**src/rtl/fetch_stage.sv**
```systemverilog
// -----------------------------------------------------------------------------
// fetch_stage
// Instruction fetch stage that talks to a request/acknowledge instruction
// memory and presents one instruction at a time to the fetch/decode register.
//
// Ports
//   clk         : clock, all state updates on the rising edge
//   reset       : synchronous active-high reset
//   stallF      : hold request from the hazard unit
//   pcsrcE      : branch/jump redirect strobe from execute
//   pctargetE   : redirect target address (low two bits are forced to zero)
//   imem_req    : instruction memory request
//   imem_addr   : request address, held constant until the ack cycle
//   imem_ack    : memory response valid (imem_rdata valid in the same cycle)
//   imem_rdata  : fetched instruction word
//   instrF      : instruction presented downstream (NOP_INSTR when not valid)
//   pcF         : PC of instrF, or of the outstanding request when not valid
//   pcplus4F    : pcF + 4, modulo 2^32
//   validF      : instrF holds a real fetched instruction
//   fetch_busy  : waiting on memory (WAIT or DROP)
// -----------------------------------------------------------------------------
module fetch_stage #(
   parameter logic [31:0] RESET_PC  = 32'h0000_0000,
   parameter logic [31:0] NOP_INSTR = 32'h0000_0013
) (
   input  logic        clk,
   input  logic        reset,
   input  logic        stallF,
   input  logic        pcsrcE,
   input  logic [31:0] pctargetE,
   output logic        imem_req,
   output logic [31:0] imem_addr,
   input  logic        imem_ack,
   input  logic [31:0] imem_rdata,
   output logic [31:0] instrF,
   output logic [31:0] pcF,
   output logic [31:0] pcplus4F,
   output logic        validF,
   output logic        fetch_busy
);

   // WAIT : request outstanding, result wanted
   // READY: instruction buffered and presented downstream
   // DROP : request outstanding but stale, its data must be thrown away
   typedef enum logic [1:0] {
      ST_WAIT  = 2'd0,
      ST_READY = 2'd1,
      ST_DROP  = 2'd2
   } state_t;

   state_t      state_r;
   state_t      next_state_s;
   logic [31:0] pc_r;
   logic [31:0] next_pc_s;
   logic [31:0] addr_r;
   logic [31:0] next_addr_s;
   logic [31:0] buf_r;
   logic [31:0] next_buf_s;
   logic [31:0] pcplus4_r;
   logic        valid_r;
   logic        busy_r;
   logic        req_r;
   logic [31:0] target_s;
   logic [31:0] pc_plus4_s;
   logic        unused_s;

   assign target_s   = {pctargetE[31:2], 2'b00};
   assign pc_plus4_s = pc_r + 32'd4;
   // Target alignment drops the low address bits on purpose.
   assign unused_s   = ^pctargetE[1:0];

   // Next-state and next-datapath decision; redirect outranks stall everywhere.
   // The buffer is kept at NOP_INSTR outside READY so instrF needs no mux.
   always_comb begin
      next_state_s = state_r;
      next_pc_s    = pc_r;
      next_addr_s  = addr_r;
      next_buf_s   = buf_r;
      case (state_r)
         ST_WAIT: begin
            if (pcsrcE) begin
               next_pc_s  = target_s;
               next_buf_s = NOP_INSTR;
               if (imem_ack) begin
                  // Response arrives with the redirect: drop it, reissue at target.
                  next_addr_s  = target_s;
                  next_state_s = ST_WAIT;
               end else begin
                  // Memory still owes us a word for the old address.
                  next_state_s = ST_DROP;
               end
            end else if (imem_ack) begin
               next_buf_s   = imem_rdata;
               next_state_s = ST_READY;
            end else begin
               next_state_s = ST_WAIT;
            end
         end
         ST_READY: begin
            if (pcsrcE) begin
               next_pc_s    = target_s;
               next_addr_s  = target_s;
               next_buf_s   = NOP_INSTR;
               next_state_s = ST_WAIT;
            end else if (!stallF) begin
               next_pc_s    = pc_plus4_s;
               next_addr_s  = pc_plus4_s;
               next_buf_s   = NOP_INSTR;
               next_state_s = ST_WAIT;
            end else begin
               next_state_s = ST_READY;
            end
         end
         ST_DROP: begin
            if (imem_ack) begin
               // Stale word is discarded; issue the held (redirected) PC.
               if (pcsrcE) begin
                  next_pc_s   = target_s;
                  next_addr_s = target_s;
               end else begin
                  next_addr_s = pc_r;
               end
               next_state_s = ST_WAIT;
            end else if (pcsrcE) begin
               next_pc_s    = target_s;
               next_state_s = ST_DROP;
            end else begin
               next_state_s = ST_DROP;
            end
         end
         default: begin
            // Illegal encoding: recover by refetching the current PC.
            next_addr_s  = pc_r;
            next_buf_s   = NOP_INSTR;
            next_state_s = ST_WAIT;
         end
      endcase
   end

   // State register with all outputs registered from the next-state values.
   always_ff @(posedge clk) begin
      if (reset) begin
         state_r   <= ST_WAIT;
         pc_r      <= RESET_PC;
         addr_r    <= RESET_PC;
         buf_r     <= NOP_INSTR;
         pcplus4_r <= RESET_PC + 32'd4;
         valid_r   <= 1'b0;
         busy_r    <= 1'b1;
         req_r     <= 1'b1;
      end else begin
         state_r   <= next_state_s;
         pc_r      <= next_pc_s;
         addr_r    <= next_addr_s;
         buf_r     <= next_buf_s;
         pcplus4_r <= next_pc_s + 32'd4;
         valid_r   <= (next_state_s == ST_READY);
         busy_r    <= (next_state_s != ST_READY);
         req_r     <= (next_state_s != ST_READY);
      end
   end

   assign imem_req   = req_r;
   assign imem_addr  = addr_r;
   assign instrF     = buf_r;
   assign pcF        = pc_r;
   assign pcplus4F   = pcplus4_r;
   assign validF     = valid_r;
   assign fetch_busy = busy_r;

endmodule

```
**config.mk**
```make
export PLATFORM = sky130hd
export DESIGN_NAME = fetch_stage
export DESIGN_NICKNAME = d
export VERILOG_FILES = /design/src/rtl/fetch_stage.sv
export SDC_FILE = /design/constraint.sdc
export NUM_CORES = 1
export LEC_CHECK = 0
export CORE_UTILIZATION = 45
export DETAILED_ROUTE_END_ITERATION = 7
export PLACE_DENSITY = 0.73
export SKIP_LAST_GASP = 1
export SYNTH_ARGS = -nofsm -noshare
export SYNTH_HDL_FRONTEND = slang
export SYNTH_SLANG_ARGS = --single-unit
```
**constraint.sdc**
```tcl
create_clock -name clk -period 4.6 [get_ports clk]
set_input_delay 0.92 -clock clk [delete_from_list [all_inputs] [get_ports clk]]
set_output_delay 0.92 -clock clk [all_outputs]
set_load 0.1 [all_outputs]
```
==> results.json <==
{
  "run_status": "completed",
  "wire_per_inst_um": 18.6,
  "worstMarginPinSlew_ns": 1.13,
  "cts_htree_levels": 4,
  "p_leak_nw": 3.61,
  "grt_usage": 0.293,
  "critPathMaxFanout": 8,
  "ctsHoldBuffers": 0,
  "cp.arrival_ns": 4.43,
  "nNetsFinal": 1191,
  "power_density_mw_per_mm2": 380,
  "min_period_ns": 4.11,
  "register_area_mm2": 0.00260,
  "clock_skew_ns": 0.00947,
  "final_common_cell": "clkdlybuf4s50_1",
  "critPathLaunchType": "input port",
  "maxCapViolations": 0,
  "fmax_mhz": 243,
  "yosys_warnings": 0,
  "grt_pass1_wl_um": 37900,
  "area_growth_pct": 37.4,
  "routabilityCongestion": 0.895,
  "drive_above_1_share": 0.109,
  "setup_tns_ns": 0,
  "p_comb_frac": 0.300,
  "clock-sinks": 130,
  "setup_viol": 0,
  "clkLatencyLatePin_ns": 0.43,
  "cts_tree": "done",
  "dp_hpwl_um": 17400,
  "ff2ff_setup_slack_ns": 0.65,
  "first_iter_violations": 804,
  "pwr-share-clk": 0.369,
  "io_buffers": 197,
  "drt-total-wl_um": 25000,
  "rows": 46,
  "holdWs_ns": 0.448,
  "die_h_um": 130,
  "vdd_ir_drop_max_uv": 237,
  "yosysUniqueCellTypes": 91,
  "final_cells": 1349,
  "coreArea_mm2": 0.0159,
  "placed_area_mm2": 0.00954,
  "r2r_cells": 9,
  "cp.required_ns": 4.91,
  "final_cell_mix": "195 x clkdlybuf4s50_1, 130 x dfxtp_1, 110 x nor2_1",
  "crit_start": "stallF",
  "p_sw_frac": 0.380,
  "via_per_inst": 5.84,
  "nFillCells": 1444,
  "cp-end-kind": "flop",
  "period_share": 0.894,
  "first_global_vias": 6937,
  "syn_inst": 948,
  "post-cts-setup-buffer-count": 0,
  "ys.flop_type": "dfxtp_1",
  "internal_power_mw": 2.39,
  "ioPinCount": 200,
  "syn_avg_cell_area_um2": 7.80,
  "setup_ws_ns": 0.486,
  "initial_core_util": 0.464,
  "crit_end": "pcplus4F[30]$_SDFF_PP0_",
  "hp-class": "flop to flop",
  "cts_root_buf": "clkbuf_16",
  "via_count": 7876,
  "reg2reg_to": "pcplus4F[31]$_SDFF_PP0_",
  "p_switching_mw": 1.47,
  "finish.instance_area_mm2": 0.0102,
  "slew_viol_final": 0,
  "synth_edf_count": 0,
  "relSlewSlack": 0.245,
  "r2r_start": "pcF[2]$_SDFF_PP0_",
  "die_area_mm2": 0.0169,
  "rsz0062_at_grt": "false",
  "seq_area_frac_synth": 0.352,
  "clk_pin_slew_worst_paths_ns": 0.06,
  "cts_resized": 0,
  "crit_type": "input port to flop",
  "async_flop_share": 0,
  "power_mw": 3.86,
  "drt_pass1_iterations": 6,
  "clock_path_buffers": 2,
  "utilization": 0.637,
  "place_ws_ns": 0.0831,
  "diodes": 0,
  "ys_ff_latch": 130,
  "drc": 0,
  "ant_nets": 0,
  "hold_violations": 0,
  "numCtsBuffers": 17,
  "grt_max_degree": 93,
  "synth_fp_nets": 1019,
  "multi_input_area_mm2": 0.00428,
  "die_w_um": 130,
  "antenna_found_initial": 0,
  "syn_area_mm2": 0.00739,
  "pwr-share-seq": 0.331,
  "grt-ovfl-total": 0,
  "place_inst": 1317
}
==> power groups by stage <==
stage / registers, mW / logic, mW / clock network [mW]
global route: 1.29 / 1.21 / 1.50
global placement: 1.30 / 1.14 / 0
floorplan: 1.79 / 0.343 / 0
finish: 1.28 / 1.16 / 1.43
CTS: 1.28 / 1.15 / 1.45
detailed placement: 1.30 / 1.15 / 0
==> layer usage <==
metal	track usage	wire [um]
met2	0.440	11100
met1	0.384	10400
met3	0.0935	2630
met5	0	0
met4	0.129	907
==> cell type report <==
class,count,share of cell area
Timing Repair Buffer,243,0.227
Tap cell,216,0.0266
Multi-Input combinational cell,708,0.421
Sequential cell,130,0.256
Clock inverter,15,0.0190
Clock buffer,17,0.0419
Inverter,20,0.00739
==> worst min-delay path by stage <==
stage,start,endpoint,cells past startpoint
3_5_place_dp,instrF[8]$_SDFFE_PP0P_,instrF[8]$_SDFFE_PP0P_,2
3_3_place_gp,instrF[18]$_SDFFE_PP0P_,instrF[18]$_SDFFE_PP0P_,2
6_report,instrF[15]$_SDFFE_PP0P_,instrF[15]$_SDFFE_PP0P_,2
4_1_cts,instrF[8]$_SDFFE_PP0P_,instrF[8]$_SDFFE_PP0P_,2
2_1_floorplan,state_r[1]$_SDFF_PP0_,pcF[18]$_SDFF_PP0_,4
5_1_grt,instrF[19]$_SDFFE_PP0P_,instrF[19]$_SDFFE_PP0P_,2
==> sequential cells by signal, summed over array words and instances, names as in the netlist, named ones only <==
signal	flops
imem_addr	32
validF	1
instrF	32
pcF	30
imem_req	1
state_r	2
pcplus4F	30
==> kinds of logic (layout without fill, tap and decap cells) <==
kind of cell,after synthesis,count (layout),synth area share
compound gates,255,255,0.221
mux,22,22,0.0317
xor+xnor,22,22,0.0261
flops,130,130,0.352
simple gates,407,407,0.295
buf+inv,110,295,0.0709
fa+ha+maj,2,2,0.00339
==> synth_stat cells (7+ instances only) <==
cell type / instances / area share
nand4_1: 11 / 0.0093
a31oi_1: 7 / 0.0059
nor3_1: 29 / 0.020
mux2i_1: 11 / 0.015
inv_1: 19 / 0.0096
buf_2: 19 / 0.013
nand3_1: 51 / 0.035
or3_1: 12 / 0.010
a22oi_1: 9 / 0.0091
nand2b_1: 7 / 0.0059
xor2_1: 9 / 0.011
nor2b_1: 18 / 0.015
o22ai_1: 20 / 0.017
a21oi_1: 101 / 0.068
o21ai_0: 27 / 0.018
nor2_1: 110 / 0.056
a211oi_1: 7 / 0.0071
buf_4: 10 / 0.010
nand2_1: 87 / 0.044
mux2_2: 8 / 0.012
nor4_1: 16 / 0.014
o221ai_1: 7 / 0.0083
clkbuf_1: 46 / 0.023
buf_1: 10 / 0.0051
o21a_1: 8 / 0.0081
xnor2_1: 13 / 0.015
dfxtp_1: 130 / 0.35
o211ai_1: 12 / 0.012
==> worst max-delay path, cell delays in order <==
cell and delay (ns):
clkdlybuf4s50_1 0.46, or4b_1 0.48, a21oi_1 0.15, a221o_2 0.17, ha_1 0.19, inv_1 0.05
or3_4 0.40, nor4_2 0.28, buf_4 0.19, or3b_1 0.51, nor4_1 0.28, mux2_1 0.35
No activity file was read; power rests on OpenSTA's default activity.
